[src/rtl/btn_debounce_multi.sv]
// Multi-channel push-button debouncer with press/release/long-press pulses.
// Optional auto-repeat pulses are compiled in with `define BTN_AUTOREPEAT_EN.
module btn_debounce_multi #(
  parameter int unsigned NUM_BTN      = 3,
  parameter int unsigned ACTIVE_LOW   = 1,
  parameter int unsigned DEBOUNCE_CYC = 2400,
  parameter int unsigned LONG_CYC     = 12000000,
  parameter int unsigned REPEAT_CYC   = 3000000
) (
  input  logic               Fg_CLK,
  input  logic               Ext_RESETn,
  input  logic [NUM_BTN-1:0] iExtBtn,
  output logic [NUM_BTN-1:0] oLevel,
  output logic [NUM_BTN-1:0] oPress,
  output logic [NUM_BTN-1:0] oRelease,
  output logic [NUM_BTN-1:0] oLong,
  output logic [NUM_BTN-1:0] oRepeat
);

  localparam int unsigned DW = $clog2(DEBOUNCE_CYC + 1);
  localparam int unsigned HW = $clog2(LONG_CYC + 1);
`ifdef BTN_AUTOREPEAT_EN
  localparam int unsigned RW = $clog2(REPEAT_CYC + 1);
`endif
  localparam logic [NUM_BTN-1:0] IDLE_PINS = {NUM_BTN{ACTIVE_LOW != 0}};

  typedef enum logic [1:0] {
    ST_IDLE    = 2'd0,
    ST_PRESSED = 2'd1,
    ST_LONG    = 2'd2
  } state_t;

  if (NUM_BTN < 1 || NUM_BTN > 16 || DEBOUNCE_CYC < 1 || LONG_CYC < 2 || REPEAT_CYC < 1)
  begin : g_param_check
    $error("btn_debounce_multi: parameter out of range");
  end

  // Two-flop synchroniser; reset loads the idle pin level so no false press follows reset.
  logic [NUM_BTN-1:0] r_sync1;
  logic [NUM_BTN-1:0] r_sync2;
  logic [NUM_BTN-1:0] w_pressed;

  always_ff @(posedge Fg_CLK or negedge Ext_RESETn) begin
    if (!Ext_RESETn) begin
      r_sync1 <= IDLE_PINS;
      r_sync2 <= IDLE_PINS;
    end else begin
      r_sync1 <= iExtBtn;
      r_sync2 <= r_sync1;
    end
  end

  assign w_pressed = r_sync2 ^ IDLE_PINS;

  for (genvar i = 0; i < NUM_BTN; i++) begin : g_ch
    logic [DW-1:0] r_deb_cnt;
    logic          r_stable;
    logic [HW-1:0] r_hold;
    state_t        r_state;
    logic          r_press;
    logic          r_release;
    logic          r_long;
    logic          w_accept;
    logic          w_accept_press;
    logic          w_accept_rel;
    logic          w_long_hit;

    assign w_accept       = (w_pressed[i] != r_stable) && (r_deb_cnt == DW'(DEBOUNCE_CYC - 1));
    assign w_accept_press = w_accept && !r_stable;
    assign w_accept_rel   = w_accept && r_stable;
    // A release accepted on the very edge the hold would mature wins over the long pulse.
    assign w_long_hit     = (r_state == ST_PRESSED) && (r_hold == HW'(LONG_CYC - 2)) && !w_accept_rel;

    always_ff @(posedge Fg_CLK or negedge Ext_RESETn) begin
      if (!Ext_RESETn) begin
        r_deb_cnt <= '0;
        r_stable  <= 1'b0;
      end else if (w_pressed[i] == r_stable) begin
        r_deb_cnt <= '0;
      end else if (w_accept) begin
        r_stable  <= w_pressed[i];
        r_deb_cnt <= '0;
      end else begin
        r_deb_cnt <= r_deb_cnt + DW'(1);
      end
    end

    always_ff @(posedge Fg_CLK or negedge Ext_RESETn) begin
      if (!Ext_RESETn) begin
        r_hold <= '0;
      end else if (!r_stable) begin
        r_hold <= '0;
      end else if (r_hold != HW'(LONG_CYC)) begin
        r_hold <= r_hold + HW'(1);
      end
    end

    // Channel FSM with its registered event pulses.
    always_ff @(posedge Fg_CLK or negedge Ext_RESETn) begin
      if (!Ext_RESETn) begin
        r_state   <= ST_IDLE;
        r_press   <= 1'b0;
        r_release <= 1'b0;
        r_long    <= 1'b0;
      end else begin
        r_press   <= w_accept_press;
        r_release <= w_accept_rel;
        r_long    <= w_long_hit;
        case (r_state)
          ST_IDLE: begin
            if (w_accept_press) r_state <= ST_PRESSED;
          end
          ST_PRESSED: begin
            if (w_accept_rel)    r_state <= ST_IDLE;
            else if (w_long_hit) r_state <= ST_LONG;
          end
          ST_LONG: begin
            if (w_accept_rel) r_state <= ST_IDLE;
          end
          default: r_state <= ST_IDLE;
        endcase
      end
    end

    assign oLevel[i]   = r_stable;
    assign oPress[i]   = r_press;
    assign oRelease[i] = r_release;
    assign oLong[i]    = r_long;

`ifdef BTN_AUTOREPEAT_EN
    logic [RW-1:0] r_rep_cnt;
    logic          r_repeat;

    // Repeat period starts at the long pulse; the release edge suppresses any pending pulse.
    always_ff @(posedge Fg_CLK or negedge Ext_RESETn) begin
      if (!Ext_RESETn) begin
        r_rep_cnt <= '0;
        r_repeat  <= 1'b0;
      end else begin
        r_repeat <= 1'b0;
        if ((r_state != ST_LONG) || w_accept_rel) begin
          r_rep_cnt <= '0;
        end else if (r_rep_cnt == RW'(REPEAT_CYC - 1)) begin
          r_rep_cnt <= '0;
          r_repeat  <= 1'b1;
        end else begin
          r_rep_cnt <= r_rep_cnt + RW'(1);
        end
      end
    end

    assign oRepeat[i] = r_repeat;
`else
    assign oRepeat[i] = 1'b0;
`endif
  end

endmodule
[config.mk]
export PLATFORM = sky130hd
export DESIGN_NAME = btn_debounce_multi
export DESIGN_NICKNAME = d
export VERILOG_FILES = /design/src/rtl/btn_debounce_multi.sv
export SDC_FILE = /design/constraint.sdc
export NUM_CORES = 1
export LEC_CHECK = 0
export BUFFER_PORTS_ARGS = -buffer_cell sky130_fd_sc_hd__buf_2
export CAP_MARGIN = 20
export CORE_UTILIZATION = 50
export DETAILED_ROUTE_END_ITERATION = 8
export GPL_TIMING_DRIVEN = 0
export PLACE_DENSITY = 0.66
export SYNTH_ARGS = -nofsm -noshare
export SYNTH_HDL_FRONTEND = slang
export SYNTH_SLANG_ARGS = --single-unit
[constraint.sdc]
create_clock -name Fg_CLK -period 2.5 [get_ports Fg_CLK]
set_clock_uncertainty 0.05 [all_clocks]
set_input_delay 0 -clock Fg_CLK [delete_from_list [all_inputs] [get_ports Fg_CLK]]
set_output_delay 0 -clock Fg_CLK [all_outputs]
set_load 0.05 [all_outputs]
==> flow_summary.json <==
{
  "multi_input_area_sq_um": 2880,
  "drtAntennaViolNets": 0,
  "crit_path_end_kind": "flip-flop",
  "clk_latency_ns": 0.42,
  "p_leak_nw": 3.16,
  "critPathKind": "flip-flop to flip-flop",
  "max-cap-violations": 0,
  "drc_errors": 0,
  "die_w_um": 115,
  "grt_pass1_wl_um": 19900,
  "min_period_ns": 2.17,
  "synthArstFlopShare_pct": 100,
  "synth_cells": 641,
  "clk_path_buf_depth": 2,
  "clockRootBuffer": "clkbuf_16",
  "cp-endpoint": "g_ch[2].r_hold[20]$_DFFE_PN0P_",
  "drtIter0Drc": 277,
  "routed_wl_um": 11300,
  "powerDensity_nw_per_um2": 653,
  "finalSetupViolCount": 0,
  "gp_congestion": 0.826,
  "rr_startpoint": "g_ch[2].r_hold[1]$_DFFE_PN0P_",
  "syn_area_per_cell_sq_um": 10.0,
  "netSwitchingPower_mw": 0.937,
  "layout.nets": 700,
  "register_area_sq_um": 3310,
  "coreArea_sq_um": 12300,
  "pwr-share-seq_pct": 45.1,
  "worst_pin_slew_ns": 0.775,
  "firstDrtPassIters": 4,
  "critPathLaunch": "g_ch[2].r_hold[1]$_DFFE_PN0P_",
  "start_util_pct": 52.3,
  "clock_sinks": 132,
  "vias": 4524,
  "p_int_mw": 3.89,
  "area_growth_pct": 15.3,
  "critPathRequiredTime_ns": 2.73,
  "fillers": 1058,
  "netlist_area_sq_um": 6410,
  "seq_area_frac_synth_pct": 51.7,
  "io_pins": 20,
  "fin_cells": 864,
  "antenna_found_initial": 0,
  "critical_path.max_fanout": 6,
  "dieArea_sq_um": 13300,
  "hold_path.class": "input port to async pin",
  "numCtsBuffers": 17,
  "critPathLaunchType": "flip-flop",
  "yosysWarningCount": 0,
  "synth.distinct_cells": 43,
  "post-route-period-util_pct": 86.6,
  "max_freq_mhz": 462,
  "fin_area_sq_um": 7390,
  "grt_pass1_vias": 4369,
  "hpwl_um": 7540,
  "ys_ff_latch": 132,
  "antenna_cells": 0,
  "combPwrFrac_pct": 2.1,
  "worst-r2r-setup-slack_ns": 0.33,
  "synth-edff-count": 0,
  "p_clk_share_pct": 52.8,
  "switching_share_pct": 19.4,
  "rsz0062_at_grt": "no",
  "cts_resized": 0,
  "critPathArrivalTime_ns": 2.40,
  "ys.flop_type": "dfrtp_1",
  "dp_cells": 828,
  "grt.overflow.total": 0,
  "finalHoldViolCount": 0,
  "maxSlewHeadroom_pct": 47.8,
  "clk_transition_reported_paths_ns": 0.06,
  "ir_drop_v": 0.000544,
  "routed_via_density": 5.24,
  "io_buffer_count": 16,
  "die_h_um": 115,
  "layout-drive-gt1-share_pct": 10.5,
  "num_rows": 40,
  "finalMaxSlewViolations": 0,
  "routedWlPerCell_um": 13.1,
  "postPlaceCellArea_sq_um": 6740,
  "h-tree-depth": 4,
  "outcome": "completed",
  "gr-usage-all-layers_pct": 19.2,
  "grt_max_degree": 79,
  "cts_tree": "done",
  "r2r_end": "g_ch[2].r_hold[20]$_DFFE_PN0P_",
  "r2r_cells": 6,
  "fin_util_pct": 60.3
}
-- per-stage QoR --
stage,hold WS [ns],worst slack [ns],total power [mW],TNS [ns]
3_3_place_gp,0.0548,-0.312,2.30,-38.70
3_5_place_dp,-0.0618,0.376,2.31,0
6_report,0.0534,0.335,4.83,0
5_1_grt,0.0980,0.137,5.00,0
4_1_cts,0.0659,0.353,4.88,0
2_1_floorplan,-0.346,0.684,2.25,0
-- critical path, stage by stage (launching register included) --
cell	delay (ns)
dfrtp_1	0.43
ha_1	0.21
nand3_1	0.20
nor4_1	0.71
nand4_1	0.19
xor2_1	0.18
nor2_1	0.05
-- cell usage in the layout (no fill, tap or decap), types with 15 or more instances in the layout --
cell type  netlist  final
and3_1          24     24
buf_2            0     15
buf_4           16     16
clkbuf_1        10     16
clkbuf_16        0     17
dfrtp_1        126    126
inv_1           15     15
nand2_1         37     37
nand3_1         44     44
nand4_1         31     31
nor2_1         117    117
nor3_1          16     16
xnor2_1         38     38
xor2_1          57     57
-- repair_timing --
action                    CTS  global route
hold buffers                4             0
hold endpoints to repair  131             0
setup buffers               0             0
-- Yosys cell counts (4+ instances only) --
| cell type | n | area share (%) |
|---|---|---|
| and3_1 | 24 | 2.3 |
| nand2b_1 | 8 | 0.78 |
| nand3_1 | 44 | 3.4 |
| nor4_1 | 6 | 0.59 |
| o21ai_0 | 8 | 0.62 |
| ha_1 | 12 | 2.3 |
| nand4_1 | 31 | 3.0 |
| mux2i_1 | 5 | 0.78 |
| dfstp_2 | 6 | 2.5 |
| inv_1 | 15 | 0.88 |
| nor2_1 | 117 | 6.9 |
| and2_1 | 6 | 0.59 |
| nand3b_1 | 4 | 0.47 |
| dfrtp_1 | 126 | 49 |
| clkbuf_1 | 10 | 0.59 |
| or3_1 | 4 | 0.39 |
| nor3_1 | 16 | 1.2 |
| xnor2_1 | 38 | 5.2 |
| nor4b_1 | 4 | 0.55 |
| a21oi_1 | 11 | 0.86 |
| nand2_1 | 37 | 2.2 |
| and4_1 | 10 | 1.4 |
| xor2_1 | 57 | 7.8 |
| buf_4 | 16 | 1.9 |
-- flip-flops by register name, indices dropped and copies added (netlist names) --
| register | cells |
|---|---|
| g_ch.r_stable | 3 |
| g_ch.r_deb_cnt | 36 |
| g_ch.r_press | 3 |
| g_ch.r_release | 3 |
| g_ch.r_state | 6 |
| g_ch.r_long | 3 |
| r_sync2 | 3 |
| r_sync1 | 3 |
| g_ch.r_hold | 72 |
-- layer usage --
metal  part of all wire, %  wire length [um]  up-vias  GRT usage [%]
met1                    49              5540     2209           24.7
met3                   3.0               336       13           5.54
met2                    47              5300       51           30.6
met5                     0                 0        -              0
li1                      -                 -     2251              -
met4                   1.4               159        0           7.97
-- how the worst min path moves through the flow --
stage	startpoint	endpoint	cells past startpoint
floorplan	Ext_RESETn	g_ch[0].r_deb_cnt[0]$_DFF_PN0_	0
global placement	iExtBtn[1]	r_sync1[1]$_DFF_PN1_	1
detailed placement	Ext_RESETn	g_ch[1].r_deb_cnt[8]$_DFF_PN0_	1
CTS	Ext_RESETn	g_ch[1].r_deb_cnt[8]$_DFF_PN0_	2
global route	Ext_RESETn	g_ch[1].r_deb_cnt[8]$_DFF_PN0_	2
finish	Ext_RESETn	g_ch[1].r_deb_cnt[8]$_DFF_PN0_	2
-- layout make-up --
| class | instances | area share [%] |
|---|---|---|
| Sequential cell | 132 | 44.8 |
| Multi-Input combinational cell | 468 | 39.0 |
| Clock buffer | 28 | 6.99 |
| Tap cell | 168 | 2.84 |
| Buffer | 27 | 2.18 |
| Timing Repair Buffer | 21 | 2.08 |
| Clock inverter | 4 | 1.29 |
| Inverter | 16 | 0.812 |
-- cell families (layout without fill, tap and decap cells) --
| logic type | count (synthesis) | in the layout | share of synthesized area [%] |
|---|---|---|---|
| AND/OR/NAND/NOR | 331 | 331 | 26.9 |
| flip-flops | 132 | 132 | 51.7 |
| XOR/XNOR | 95 | 95 | 13.0 |
| buffers and inverters | 43 | 96 | 3.46 |
| AO/OA/AOI/OAI | 22 | 22 | 1.84 |
| adder cells (fa/ha/maj) | 12 | 12 | 2.34 |
| multiplexers | 5 | 5 | 0.781 |
| other | 1 | 3 | 0.0585 |
-- power by group through the flow --
stage | logic, mW | clock network (mW) | registers (mW)
3_3_place_gp | 0.0928 | 0 | 2.21
3_5_place_dp | 0.101 | 0 | 2.21
4_1_cts | 0.106 | 2.60 | 2.18
5_1_grt | 0.119 | 2.70 | 2.18
6_report | 0.102 | 2.55 | 2.18
2_1_floorplan | 0.0425 | 0 | 2.21
Note: power is estimated with default switching activity, not from simulation.
